`src/rtl/frame_tx_mii.sv`:
```
// frame_tx_mii: streams a frame buffer out over an MII transmit nibble bus.
// Each buffer byte is read one clk ahead of use and sent low nibble first,
// followed by an optional CRC-32 FCS and a fixed inter-frame gap.
// Build option: define TX_FCS_EN to compute and append the FCS; without it
// the buffer must already hold the FCS and no CRC logic is built.
module frame_tx_mii #(
  parameter int ADDR_W    = 11,
  parameter int IFG_BYTES = 12
) (
  input  logic              clk,
  input  logic              rst,
  input  logic              start,
  input  logic [ADDR_W-1:0] frame_len,
  output logic [ADDR_W-1:0] ram_addr,
  input  logic [7:0]        ram_dout,
  output logic [3:0]        tx_d,
  output logic              tx_en,
  output logic              busy,
  output logic              done,
  output logic              err
);

  localparam int IFG_CYC = 2 * IFG_BYTES;
  localparam int IFG_W   = $clog2(IFG_CYC + 1);
  localparam logic [ADDR_W-1:0] LEN_MIN = ADDR_W'(9);
  localparam logic [ADDR_W-1:0] LEN_MAX = ADDR_W'(1401);
  // The done cycle is itself the last gap cycle, so the IFG state covers one less.
  localparam logic [IFG_W-1:0]  IFG_LAST = IFG_W'(IFG_CYC - 2);

  typedef enum logic [2:0] {IDLE, PREFETCH, DATA, FCS, IFG} state_t;

  state_t            state_q, state_n;
  logic [ADDR_W-1:0] len_q, len_n;
  logic [ADDR_W-1:0] addr_q, addr_n;
  logic [ADDR_W-1:0] byte_q, byte_n;
  logic              phase_q, phase_n;   // 0: low nibble on the bus, 1: high nibble
  logic              pf_q, pf_n;
  logic [7:0]        data_q, data_n;
  logic [3:0]        txd_q, txd_n;
  logic              txen_q, txen_n;
  logic              busy_q, busy_n;
  logic              done_q, done_n;
  logic              err_q, err_n;
  logic [IFG_W-1:0]  ifg_q, ifg_n;
  logic [ADDR_W-1:0] last_idx;
  logic [ADDR_W-1:0] addr_adv;

`ifdef TX_FCS_EN
  logic [31:0] crc_q, crc_n;
  logic [2:0]  fcs_q, fcs_n;
  logic [31:0] fcs_word;
  logic [2:0]  fcs_nxt;

  // One byte of the reflected CRC-32, LSB of the data first.
  function automatic logic [31:0] crc_byte(input logic [31:0] c, input logic [7:0] d);
    logic [31:0] r;
    r = c;
    for (int i = 0; i < 8; i++)
      r = (r >> 1) ^ ((r[0] ^ d[i]) ? 32'hEDB88320 : 32'h0);
    return r;
  endfunction

  assign fcs_word = ~crc_q;
  assign fcs_nxt  = fcs_q + 3'd1;
`endif

  assign last_idx = len_q - ADDR_W'(1);
  // Address stops at the last byte so the read never leaves the frame.
  assign addr_adv = (addr_q < last_idx) ? addr_q + ADDR_W'(1) : addr_q;

  // Next-state and next-output logic; all outputs are registered.
  always_comb begin
    state_n = state_q;
    len_n   = len_q;
    addr_n  = addr_q;
    byte_n  = byte_q;
    phase_n = phase_q;
    pf_n    = pf_q;
    data_n  = data_q;
    txd_n   = txd_q;
    txen_n  = txen_q;
    busy_n  = busy_q;
    done_n  = 1'b0;
    err_n   = 1'b0;
    ifg_n   = ifg_q;
`ifdef TX_FCS_EN
    crc_n   = crc_q;
    fcs_n   = fcs_q;
`endif
    case (state_q)
      IDLE: begin
        addr_n = '0;
        if (start) begin
          if (frame_len >= LEN_MIN && frame_len <= LEN_MAX) begin
            len_n   = frame_len;
            busy_n  = 1'b1;
            pf_n    = 1'b0;
            state_n = PREFETCH;
`ifdef TX_FCS_EN
            crc_n   = 32'hFFFFFFFF;
`endif
          end else begin
            err_n = 1'b1;
          end
        end
      end
      PREFETCH: begin
        // Byte 0 arrives now; byte 1 is requested one edge earlier so it
        // is ready for the first high-nibble edge.
        if (!pf_q) begin
          pf_n   = 1'b1;
          addr_n = addr_adv;
        end else begin
          state_n = DATA;
          txen_n  = 1'b1;
          txd_n   = ram_dout[3:0];
          data_n  = ram_dout;
          phase_n = 1'b0;
          byte_n  = '0;
        end
      end
      DATA: begin
        if (!phase_q) begin
          txd_n   = data_q[7:4];
          data_n  = ram_dout;
          phase_n = 1'b1;
          addr_n  = addr_adv;
`ifdef TX_FCS_EN
          if (byte_q >= ADDR_W'(8))
            crc_n = crc_byte(crc_q, data_q);
`endif
        end else if (byte_q == last_idx) begin
`ifdef TX_FCS_EN
          state_n = FCS;
          fcs_n   = 3'd0;
          txd_n   = fcs_word[3:0];
`else
          state_n = IFG;
          ifg_n   = '0;
          txen_n  = 1'b0;
          txd_n   = 4'h0;
`endif
        end else begin
          byte_n  = byte_q + ADDR_W'(1);
          phase_n = 1'b0;
          txd_n   = data_q[3:0];
        end
      end
`ifdef TX_FCS_EN
      FCS: begin
        if (fcs_q == 3'd7) begin
          state_n = IFG;
          ifg_n   = '0;
          txen_n  = 1'b0;
          txd_n   = 4'h0;
        end else begin
          fcs_n = fcs_nxt;
          txd_n = fcs_word[{fcs_nxt, 2'b00} +: 4];
        end
      end
`endif
      IFG: begin
        if (ifg_q == IFG_LAST) begin
          state_n = IDLE;
          done_n  = 1'b1;
          busy_n  = 1'b0;
        end else begin
          ifg_n = ifg_q + IFG_W'(1);
        end
      end
      default: state_n = IDLE;
    endcase
  end

  // State and output registers with synchronous reset.
  always_ff @(posedge clk) begin
    if (rst) begin
      state_q <= IDLE;
      len_q   <= '0;
      addr_q  <= '0;
      byte_q  <= '0;
      phase_q <= 1'b0;
      pf_q    <= 1'b0;
      data_q  <= '0;
      txd_q   <= '0;
      txen_q  <= 1'b0;
      busy_q  <= 1'b0;
      done_q  <= 1'b0;
      err_q   <= 1'b0;
      ifg_q   <= '0;
`ifdef TX_FCS_EN
      crc_q   <= 32'hFFFFFFFF;
      fcs_q   <= '0;
`endif
    end else begin
      state_q <= state_n;
      len_q   <= len_n;
      addr_q  <= addr_n;
      byte_q  <= byte_n;
      phase_q <= phase_n;
      pf_q    <= pf_n;
      data_q  <= data_n;
      txd_q   <= txd_n;
      txen_q  <= txen_n;
      busy_q  <= busy_n;
      done_q  <= done_n;
      err_q   <= err_n;
      ifg_q   <= ifg_n;
`ifdef TX_FCS_EN
      crc_q   <= crc_n;
      fcs_q   <= fcs_n;
`endif
    end
  end

  assign ram_addr = addr_q;
  assign tx_d     = txd_q;
  assign tx_en    = txen_q;
  assign busy     = busy_q;
  assign done     = done_q;
  assign err      = err_q;

endmodule

```
`config.mk`:
```
export PLATFORM = sky130hd
export DESIGN_NAME = frame_tx_mii
export DESIGN_NICKNAME = d
export VERILOG_FILES = /design/src/rtl/frame_tx_mii.sv
export SDC_FILE = /design/constraint.sdc
export NUM_CORES = 1
export LEC_CHECK = 0
export BUFFER_PORTS_ARGS = -buffer_cell sky130_fd_sc_hd__buf_4
export CAP_MARGIN = 0
export CORE_ASPECT_RATIO = 1.5
export CORE_UTILIZATION = 40
export DETAILED_ROUTE_END_ITERATION = 6
export HOLD_SLACK_MARGIN = 0.05
export PLACE_DENSITY = 0.64
export SKIP_LAST_GASP = 1
export SLEW_MARGIN = 20
export SYNTH_ARGS = -nofsm -noshare
export SYNTH_HDL_FRONTEND = slang
export SYNTH_SLANG_ARGS = --single-unit
```
`constraint.sdc`:
```
create_clock -name clk -period 6.9 [get_ports clk]
set_input_delay 0.345 -clock clk [delete_from_list [all_inputs] [get_ports clk]]
set_output_delay 0.345 -clock clk [all_outputs]
set_load 0.01 [all_outputs]
```
# == Word-level counts from Yosys, hierarchy flattened ==
# Cells that the tools add are included.
# Widths: inputs -> output; s select.
# classes
n_eq_ne,15
reduce_logical,19
n_mux,43
n_lt_le_gt_ge,3
bitwise_logic,3
add_sub_neg,4
# ops
cell,count
$mux 11,6
$pmux 11 s3,1
$add 11x1->11 const B,2
$pmux 11 s2,1
$ne 2x2->1 const B,10
$mux 3,6
$mux 8,2
$pmux 8 s2,1
$reduce_and 4->1,4
$mux 5,3
$mux 1,13
$mux 4,3
$pmux 3 s4,1
$reduce_and 3->1,4
$eq 11x11->1,1
$ge 11x4->1 const B,1
$le 11x11->1 const B,1
$lt 11x11->1,1
$sub 11x1->11 const B,1
$pmux 5 s2,1
$pmux 1 s2,4
$pmux 4 s2,1
$reduce_bool 2->1,4
$reduce_and 6->1,1
other kinds (12),14
# totals
input_bits,22
elab_cells,100
out_inout_bits,19
regBits,59

# == Depth between registers and ports, before layout ==
# Gate-level depths: netlist of the first run.
# depth
depth_word,5
depth_mapped,13
ltp_nobuf,13

# == Worst setup path after synthesis of the first run ==
# OpenSTA, ideal clock, no wires.
# synth_timing
kind,register to register
from,register len_q[0]
to,register addr_q[9] (netlist: ram_addr[9])
path_buffers,0
synth_period_minus_slack_ns,3.539
setup_ns,0.059
slack_ns,3.361
path_stages_with_launch,14
t_required_ns,6.841
arrival_ns,3.480
cell_sequence,dfxtp_1 -> inv_1 -> ha_1 -> or4b_1 -> nor3_1 -> xnor2_1 -> ha_1 -> a211o_1 -> a21oi_1 -> nor2_1 -> or2_2 -> or2_2 -> or4_1 -> nand2_1
# synth_via
elab_chain_len,5
word_cells_on_any_way,6
cone_classes,add/sub: 1; order compare: 1; mux: 4
# synth_lines
element,line,text
from (decl),33,"logic [ADDR_W-1:0] len_q, len_n;"
from (signal assigned),197,len_q <= len_n;
$sub 11x1->11 *,67,assign last_idx = len_q - ADDR_W'(1);
$lt 11x11->1 *,69,assign addr_adv = (addr_q < last_idx) ? addr_q + ADDR_W'(1) : addr_q;
$mux 11 *,69,
"$mux 11, on equally long branches","123, 110",
$pmux 11 s3 *,90,case (state_q)
to (signal assigned),198,addr_q <= addr_n;
to (decl),34,"logic [ADDR_W-1:0] addr_q, addr_n;"
# Mark *: on every way between the ends. The rest lies on a longest branch, timed or not. The select of a mux whose other input is x is not followed.
# A chain may end at the register's enable or synchronous reset.

# == Worst setup path in the final report of the first run ==
# Ends and elaborated chain as after synthesis.

==> results of run 1 <==
## worst max-delay path, cell delays in order (launching register included)
cell                      delay (ns)
sky130_fd_sc_hd__dfxtp_1        0.36
sky130_fd_sc_hd__inv_1          0.08
sky130_fd_sc_hd__ha_1           0.28
sky130_fd_sc_hd__or4b_1         0.55
sky130_fd_sc_hd__nor3_1         0.25
sky130_fd_sc_hd__xnor2_1        0.26
sky130_fd_sc_hd__ha_1           0.35
sky130_fd_sc_hd__a211o_1        0.26
sky130_fd_sc_hd__a21oi_1        0.16
sky130_fd_sc_hd__nor2_1         0.07
sky130_fd_sc_hd__or2_2          0.34
sky130_fd_sc_hd__or2_2          0.32
sky130_fd_sc_hd__or4_1          0.47
sky130_fd_sc_hd__nand2_1        0.08
## where the power goes
| group | switching, mW | total [mW] | leakage [nW] | internal [mW] |
|---|---|---|---|---|
| logic | 0.104 | 0.178 | 1.01 | 0.0746 |
| registers | 0.0201 | 0.375 | 0.478 | 0.355 |
| clock network | 0.154 | 0.489 | 0.159 | 0.335 |
## through the flow
step                      worst slack [ns]  utilization
after floorplan                       3.36            -
final                                 3.02        0.494
after detailed placement              3.02        0.455
after global placement                3.15        0.455
after CTS                             3.01        0.494
after global routing                  2.80        0.494
## layer usage
layer	vias to the layer above	wire length (um)	global-route usage
li1	1615	-	-
met1	1499	3600	0.227
met2	78	4490	0.361
met3	9	323	0.0414
met4	0	150	0.116
met5	-	0	0
## layout by cell type (no fill, tap or decap), drive strengths merged, types with 3 or more instances in the layout
| master | n |
|---|---|
| a211oi | 3 |
| a21oi | 33 |
| a31oi | 7 |
| and3 | 3 |
| and4 | 4 |
| buf | 42 |
| clkbuf | 12 |
| dfxtp | 59 |
| ha | 15 |
| inv | 11 |
| mux2i | 13 |
| nand2 | 50 |
| nand3 | 16 |
| nand3b | 5 |
| nand4 | 13 |
| nand4b | 3 |
| nor2 | 45 |
| nor3 | 18 |
| nor3b | 5 |
| nor4 | 5 |
| o21a | 6 |
| o21ai | 15 |
| o22ai | 4 |
| or2 | 5 |
| or3 | 10 |
| or4 | 6 |
| xnor2 | 15 |
| xor2 | 11 |
## flip-flops by register name (all words and copies together), names as in the netlist
signal    cells
byte_q       11
done          1
len_q        11
ifg_q         5
ram_addr     11
data_q        8
tx_en         1
tx_d          4
state_q       3
pf_q          1
phase_q       1
err           1
busy          1
## worst paths after layout
kind	cells past startpoint	startpoint	endpoint
max reg2reg	13	len_q[0]	ram_addr[9]
max	13	len_q[0]	ram_addr[9]
min	3	ram_dout[7]	data_q[7]
min reg2reg	2	data_q[1]	data_q[1]
## kinds of logic (layout without fill, tap and decap cells)
| logic type | after synthesis | after routing |
|---|---|---|
| flops | 59 | 59 |
| simple gates | 197 | 197 |
| fa+ha+maj | 15 | 15 |
| xor+xnor | 28 | 28 |
| compound gates | 84 | 84 |
| buf+inv | 33 | 69 |
| mux | 14 | 14 |
## layout make-up
type                       count  area share
clock inverter                 4      0.0175
timing repair buffer          42      0.0758
clock buffer                  12      0.0617
sequential                    59       0.284
multi-input combinational    338       0.519
tap                          107      0.0322
inverter                      11     0.00993
==> summary.md, run 1 <==
| Metric | Value |
|---|---|
| Result of the run | finished, final reports clean |
| Async SR Flop Fraction | 0 |
| Fmax | 258 MHz |
| Setup violations, final | 0 |
| # fillers | 845 |
| Final worst hold slack | 0.267 ns |
| Final critical-path share of the clock period | 0.562 |
| CP Capture Type | flop |
| Wirelength, routed | 8560 um |
| Initial core utilization | 0.414 |
| Setup_tns | 0 ns |
| Maximum count of clock buffers along a single path | 2 |
| Fraction of layout instances using a drive strength above 1 | 0.157 |
| Via count of the first global-routing pass | 3060 |
| Adder and majority cell fraction of the synthesized area | 0.0539 |
| Core box area | 8410 sq um |
| Fraction of post-synthesis cell area in the top cell type by area | 0.339 |
| Area growth from synthesis to layout | 19.5% |
| I/O pin count | 41 |
| Multi-input combinational cell area | 2160 sq um |
| Portion of the post-synthesis area used by sequential elements | 0.339 |
| Setup Fix Bufs, Post-CTS | 0 |
| Critical path data arrival time | 4.15 ns |
| Total leakage power | 1.65 nW |
| Clock period minus worst slack | 3.88 ns |
| Die area | 9080 sq um |
| Remaining antenna violation count | 0 |
| Max-slew violation count | 0 |
| Count of distinct cell types in the synthesized netlist | 59 |
| Transition time at the pin with the least slew margin | 0.845 ns |
| Seq. cell area | 1180 sq um |
| Crit-path max FO | 7 |
| EDFF count, synth | 0 |
| Max_slew headroom | 0.429 |
| DP Wirelength | 6300 um |
| Worst clock skew on the final layout | 0.00863 ns |
| FF+latch count, synth | 59 |
| Aggregate global routing overflow | 0 |
| Mapped Nets | 467 |
| MaxCap Viol Count | 0 |
| DRC errors left | 0 |
| Net count of the finished layout | 498 |
| Data required time at the worst endpoint | 7.18 ns |
| Cell types with the highest counts after synthesis | 59 x sky130_fd_sc_hd__dfxtp_1, 50 x sky130_fd_sc_hd__nand2_1, 44 x sky130_fd_sc_hd__nor2_1 |
| Post-Synthesis Cell Area | 3480 sq um |
| Average cell area after synthesis | 8.09 sq um |
| Layout Cell Area excl Fill | 4160 sq um |
| Quantity of hold-fixing buffers added after cts | 0 |
| Largest net degree at the start of global routing | 51 |
| Clock slew at reported path FFs | 0.05 ns |
| Crit start category | flop |
| Clock Latency Late Sink | 0.33 ns |
| Post-Place Cell Area | 3830 sq um |
| Number of antenna violations at the first check in global routing | 0 |
| Library cell used as clock root buffer | sky130_fd_sc_hd__clkbuf_16 |
| Cells after Synth | 430 |
| Path category of the worst min-delay check | input port to flop |
| Layout Cells excl Fill | 573 |
| Simple-gate area share of the yosys netlist | 0.298 |
| Diode insertion count for antenna repair | 0 |
| First-pass iteration count of the detailed router | 5 |
| Die height | 116 um |
| Drt first-iter violations | 124 |
| Setup slack of the most critical reg-to-reg path | 3.02 ns |
| Number of cells upsized or downsized after cts | 0 |
| Cell type with the largest total area after synthesis | sky130_fd_sc_hd__dfxtp_1 |
| Power per cell area | 251 nW/um^2 |
| Cts bufs inserted | 9 |
| Leading post-synthesis cells by cell area | sky130_fd_sc_hd__dfxtp_1 34%, sky130_fd_sc_hd__ha_1 5.4%, sky130_fd_sc_hd__nand2_1 5.4% |
| Number of cell rows | 41 |
| Final hold viol count | 0 |
| Multiplexer fraction of the synthesized cell area | 0.0406 |
| Vias per Instance | 5.59 |
| CTS tree | built |
| Cell with the most instances after synthesis | sky130_fd_sc_hd__dfxtp_1 |
| DR vias | 3201 |
| RSZ-0062 raised after global routing | false |
| Width of the die | 78.2 um |
| Most common flop cell mapped by yosys | sky130_fd_sc_hd__dfxtp_1 |
| Cells after DPL | 557 |
| H-tree levels | 3 |
| Total Power Consumption | 1.04 mW |
| Global placer's final weighted congestion | 0.853 |
| Worst supply voltage drop on vdd | 0.152 mV |
| Wire per inst | 14.9 um |
| Total GRT Usage | 0.204 |
| Synth Area in XOR/XNOR | 0.0784 |
| Crit path kind | flop to flop |
| Warning count from the yosys run | 0 |
| Total clock sinks | 59 |
| Global-route wire length before repair | 14300 um |
| Buffers added on ports | 40 |
| Dominant combinational cell family by area after synthesis | simple AND/OR/NAND/NOR gates |
| Synth Area in Compound Gates | 0.149 |
No activity file was read; power rests on OpenSTA's default activity.
==> run 2: changes to the inputs <==
--- a/config.mk
+++ b/config.mk
@@ -5,13 +5,14 @@
 export SDC_FILE = /design/constraint.sdc
 export NUM_CORES = 1
 export LEC_CHECK = 0
+export ABC_AREA = 1
 export BUFFER_PORTS_ARGS = -buffer_cell sky130_fd_sc_hd__buf_4
 export CAP_MARGIN = 0
 export CORE_ASPECT_RATIO = 1.5
 export CORE_UTILIZATION = 40
 export DETAILED_ROUTE_END_ITERATION = 6
 export HOLD_SLACK_MARGIN = 0.05
-export PLACE_DENSITY = 0.64
+export PLACE_DENSITY = 0.67
 export SKIP_LAST_GASP = 1
 export SLEW_MARGIN = 20
 export SYNTH_ARGS = -nofsm -noshare
==> constraint.sdc (replaced) <==
create_clock -name clk -period 3.4 [get_ports clk]
set_input_delay 0.17 -clock clk [delete_from_list [all_inputs] [get_ports clk]]
set_output_delay 0.17 -clock clk [all_outputs]
set_load 0.01 [all_outputs]
==> summary.md, run 2 <==
| Metric | Value |
|---|---|
| Result of the run | finished, final reports clean |
| Initial core utilization | 0.420 (+0.00662) |
| Routing layer with the top usage in global route | met2 |
| Drt first-iter violations | 237 (+91%) |
| Async SR Flop Fraction | 0 (unchanged) |
| Cells after DPL | 628 (+13%) |
| Total clock sinks | 59 (unchanged) |
| Seq. cell area | 1180 sq um (unchanged) |
| Net count of the finished layout | 571 (+15%) |
| Setup crit start | len_q[0] |
| Max_slew headroom | 0.470 (+0.0410) |
| Power per cell area | 539 nW/um^2 (+120%) |
| DR vias | 3339 (+4.3%) |
| Data required time at the worst endpoint | 3.60 ns (-3.58 ns) |
| Clock period minus worst slack | 2.92 ns (-0.960 ns) |
| Most common flop cell mapped by yosys | sky130_fd_sc_hd__dfxtp_1 |
| # fillers | 858 (+1.5%) |
| Die height | 115 um (-1.0%) |
| Clock Latency Late Sink | 0.33 ns (about the same) |
| Fraction of layout instances using a drive strength above 1 | 0.143 (-0.0138) |
| Critical path data arrival time | 3.12 ns (-1.03 ns) |
| Post-Place Cell Area | 3770 sq um (-1.4%) |
| Cells after Synth | 498 (+16%) |
| Total GRT Usage | 0.204 (-0.000343) |
| Cell with the most instances after synthesis | sky130_fd_sc_hd__nand2_1 |
| Cells along the critical path | inv_2 > ha_1 > nand2_2 > nor2_2 > nand2_1 > nand2_1 > nand2_2 > ha_1 > nand2_1 > nor2_1 > nand3_1 > nand4_1 > nand2_1 > nand3_1 > inv_1 > nand2_1 > xor2_1 > nor2_1 |
| FF+latch count, synth | 59 (unchanged) |
| H-tree levels | 3 (unchanged) |
| I/O pin count | 41 (unchanged) |
| RSZ-0062 raised after global routing | false |
| Source of the worst register-to-register timing path | len_q[0] |
| Final worst hold slack | 0.0620 ns (-0.205 ns) |
| Setup_tns | 0 ns (unchanged) |
| Number of cells upsized or downsized after cts | 0 (unchanged) |
| Warning count from the yosys run | 0 (unchanged) |
| Multi-input combinational cell area | 1940 sq um (-10%) |
| Crit path kind | flop to flop |
| Quantity of hold-fixing buffers added after cts | 0 (unchanged) |
| Largest delay share family, worst path | simple AND/OR/NAND/NOR gates |
| Final hold viol count | 0 (unchanged) |
| Worst clock skew on the final layout | 0.00630 ns (-0.00232 ns) |
| DP Wirelength | 6490 um (+3.1%) |
| Number of cell rows | 40 (-2.4%) |
| Cell types with the highest counts after synthesis | 94 x sky130_fd_sc_hd__nand2_1, 59 x sky130_fd_sc_hd__dfxtp_1, 55 x sky130_fd_sc_hd__inv_1 |
| DRC errors left | 0 (unchanged) |
| Remaining antenna violation count | 0 (unchanged) |
| Core box area | 8110 sq um (-3.6%) |
| Sum of buffers and inverters on the critical path | 2 (+1) |
| CP Capture Type | flop |
| Post-Synthesis Cell Area | 3410 sq um (-2.1%) |
| Global-route wire length before repair | 14100 um (-1.8%) |
| Layout Cell Area excl Fill | 4100 sq um (-1.3%) |
| Clock slew at reported path FFs | 0.05 ns (about the same) |
| Layout Cells excl Fill | 644 (+12%) |
| Wirelength, routed | 8560 um (about the same) |
| Fmax | 343 MHz (+33%) |
| Cell repeated most along the worst path | sky130_fd_sc_hd__nand2_1 |
| Largest net degree at the start of global routing | 26 (-49%) |
| First-pass iteration count of the detailed router | 4 (-1) |
| MaxCap Viol Count | 0 (unchanged) |
| Final critical-path share of the clock period | 0.858 (+0.296) |
| Cts bufs inserted | 9 (unchanged) |
| Area growth from synthesis to layout | 20.5% |
| Max-slew violation count | 0 (unchanged) |
| Vias per Instance | 5.18 (-7.2%) |
| EDFF count, synth | 0 (unchanged) |
| Transition time at the pin with the least slew margin | 0.793 ns (-0.0519 ns) |
| Path category of the worst min-delay check | input port to flop |
| Die area | 8900 sq um (-2.0%) |
| Stage delay of the slowest cell on the critical path | 0.37 ns (-0.18 ns) |
| Wire per inst | 13.3 um (-11%) |
| Mapped Nets | 535 (+15%) |
| Cell type with the largest total area after synthesis | sky130_fd_sc_hd__dfxtp_1 |
| Leading post-synthesis cells by cell area | sky130_fd_sc_hd__dfxtp_1 35%, sky130_fd_sc_hd__nand2_1 10%, sky130_fd_sc_hd__nand3_1 6.8% |
| Global placer's final weighted congestion | 0.940 (+10%) |
| Via count of the first global-routing pass | 3138 (+2.5%) |
| Fraction of post-synthesis cell area in the top cell type by area | 0.347 (+0.00723) |
| Setup Fix Bufs, Post-CTS | 0 (unchanged) |
| Total leakage power | 1.63 nW (-1.0%) |
| CTS tree | built |
| Library cell used as clock root buffer | sky130_fd_sc_hd__clkbuf_16 |
| Met2 usage in global routing | 0.372 (+0.0109) |
| Buffers added on ports | 40 (unchanged) |
| Most common cell after layout, fill and taps aside | sky130_fd_sc_hd__nand2_1 |
| Count of distinct cell types in the synthesized netlist | 33 (-44%) |
| Critical hold path startpoint | ram_dout[4] |
| Worst supply voltage drop on vdd | 0.287 mV (+88%) |
| Portion of the post-synthesis area used by sequential elements | 0.347 (+0.00723) |
| Crit-path max FO | 15 (+8) |
| Aggregate global routing overflow | 0 (unchanged) |
| Setup violations, final | 0 (unchanged) |
| Utilization of the core after routing | 0.506 (+0.0120) |
| Crit path max-delay cell type | sky130_fd_sc_hd__nand3_1 |
| Routing usage on met1 | 0.210 (-0.0173) |
| Maximum count of clock buffers along a single path | 2 (unchanged) |
| Diode insertion count for antenna repair | 0 (unchanged) |
| Crit start category | flop |
| Leading cell types in the layout, fill and taps excluded | 94 x sky130_fd_sc_hd__nand2_1, 59 x sky130_fd_sc_hd__dfxtp_1, 55 x sky130_fd_sc_hd__inv_1, 48 x sky130_fd_sc_hd__nor2_1, 46 x sky130_fd_sc_hd__nand3_1 |
| Average cell area after synthesis | 6.84 sq um (-15%) |
| Number of antenna violations at the first check in global routing | 0 (unchanged) |
| Global-route met3 utilization | 0.0365 (-0.00490) |
| Width of the die | 77.4 um (-1.0%) |
-- run 2: kinds of logic after synthesis --
kind of cell / share of synthesized area
multiplexers: 0.0118
AO/OA/AOI/OAI: 0.135
XOR/XNOR: 0.0308
AND/OR/NAND/NOR: 0.337
adder cells (fa/ha/maj): 0.0551
flip-flops: 0.347
buffers and inverters: 0.0837
-- run 2: worst paths after layout --
path | end | slack [ns] | cells past startpoint
worst min register to register | busy | 0.47 | 2
worst max register to register | ram_addr[5] | 0.48 | 18
worst max-delay path | ram_addr[5] | 0.48 | 18
worst min-delay path | data_q[4] | 0.06 | 3
-- run 2: report_power, final --
| group | internal, mW | total, mW | switching [mW] |
|---|---|---|---|
| Sequential | 0.738 | 0.774 | 0.0366 |
| Clock | 0.680 | 0.997 | 0.317 |
| Combinational | 0.151 | 0.442 | 0.291 |
-- run 2: metrics by stage --
step / setup slack [ns] / power, mW
floorplan: 1.04 / 1.12
global placement: 0.599 / 1.22
detailed placement: 0.471 / 1.23
CTS: 0.477 / 2.23
global route: 0.216 / 2.32
finish: 0.483 / 2.21
-- run 2: final cells by class --
| cell class | count | area share |
|---|---|---|
| Multi-Input combinational cell | 366 | 0.473 |
| Sequential cell | 59 | 0.288 |
| Tap cell | 105 | 0.0320 |
| Timing Repair Buffer | 41 | 0.0750 |
| Clock buffer | 12 | 0.0625 |
| Clock inverter | 4 | 0.0177 |
| Inverter | 57 | 0.0521 |
-- run 2: layer usage --
layer / part of all wire / wire, um / up-vias
li1: - / - / 1731
met3: 0.032 / 277 / 34
met4: 0.058 / 496 / 0
met1: 0.41 / 3470 / 1501
met2: 0.50 / 4310 / 73
met5: 0 / 0 / -
-- run 2: worst reg2reg max path, stage by stage, from the launching register on --
cell	delay [ns]
sky130_fd_sc_hd__dfxtp_1	0.33
sky130_fd_sc_hd__inv_2	0.11
sky130_fd_sc_hd__ha_1	0.27
sky130_fd_sc_hd__nand2_2	0.11
sky130_fd_sc_hd__nor2_2	0.15
sky130_fd_sc_hd__nand2_1	0.07
sky130_fd_sc_hd__nand2_1	0.07
sky130_fd_sc_hd__nand2_2	0.07
sky130_fd_sc_hd__ha_1	0.29
sky130_fd_sc_hd__nand2_1	0.07
sky130_fd_sc_hd__nor2_1	0.16
sky130_fd_sc_hd__nand3_1	0.09
sky130_fd_sc_hd__nand4_1	0.10
sky130_fd_sc_hd__nand2_1	0.06
sky130_fd_sc_hd__nand3_1	0.37
sky130_fd_sc_hd__inv_1	0.19
sky130_fd_sc_hd__nand2_1	0.11
sky130_fd_sc_hd__xor2_1	0.14
sky130_fd_sc_hd__nor2_1	0.05
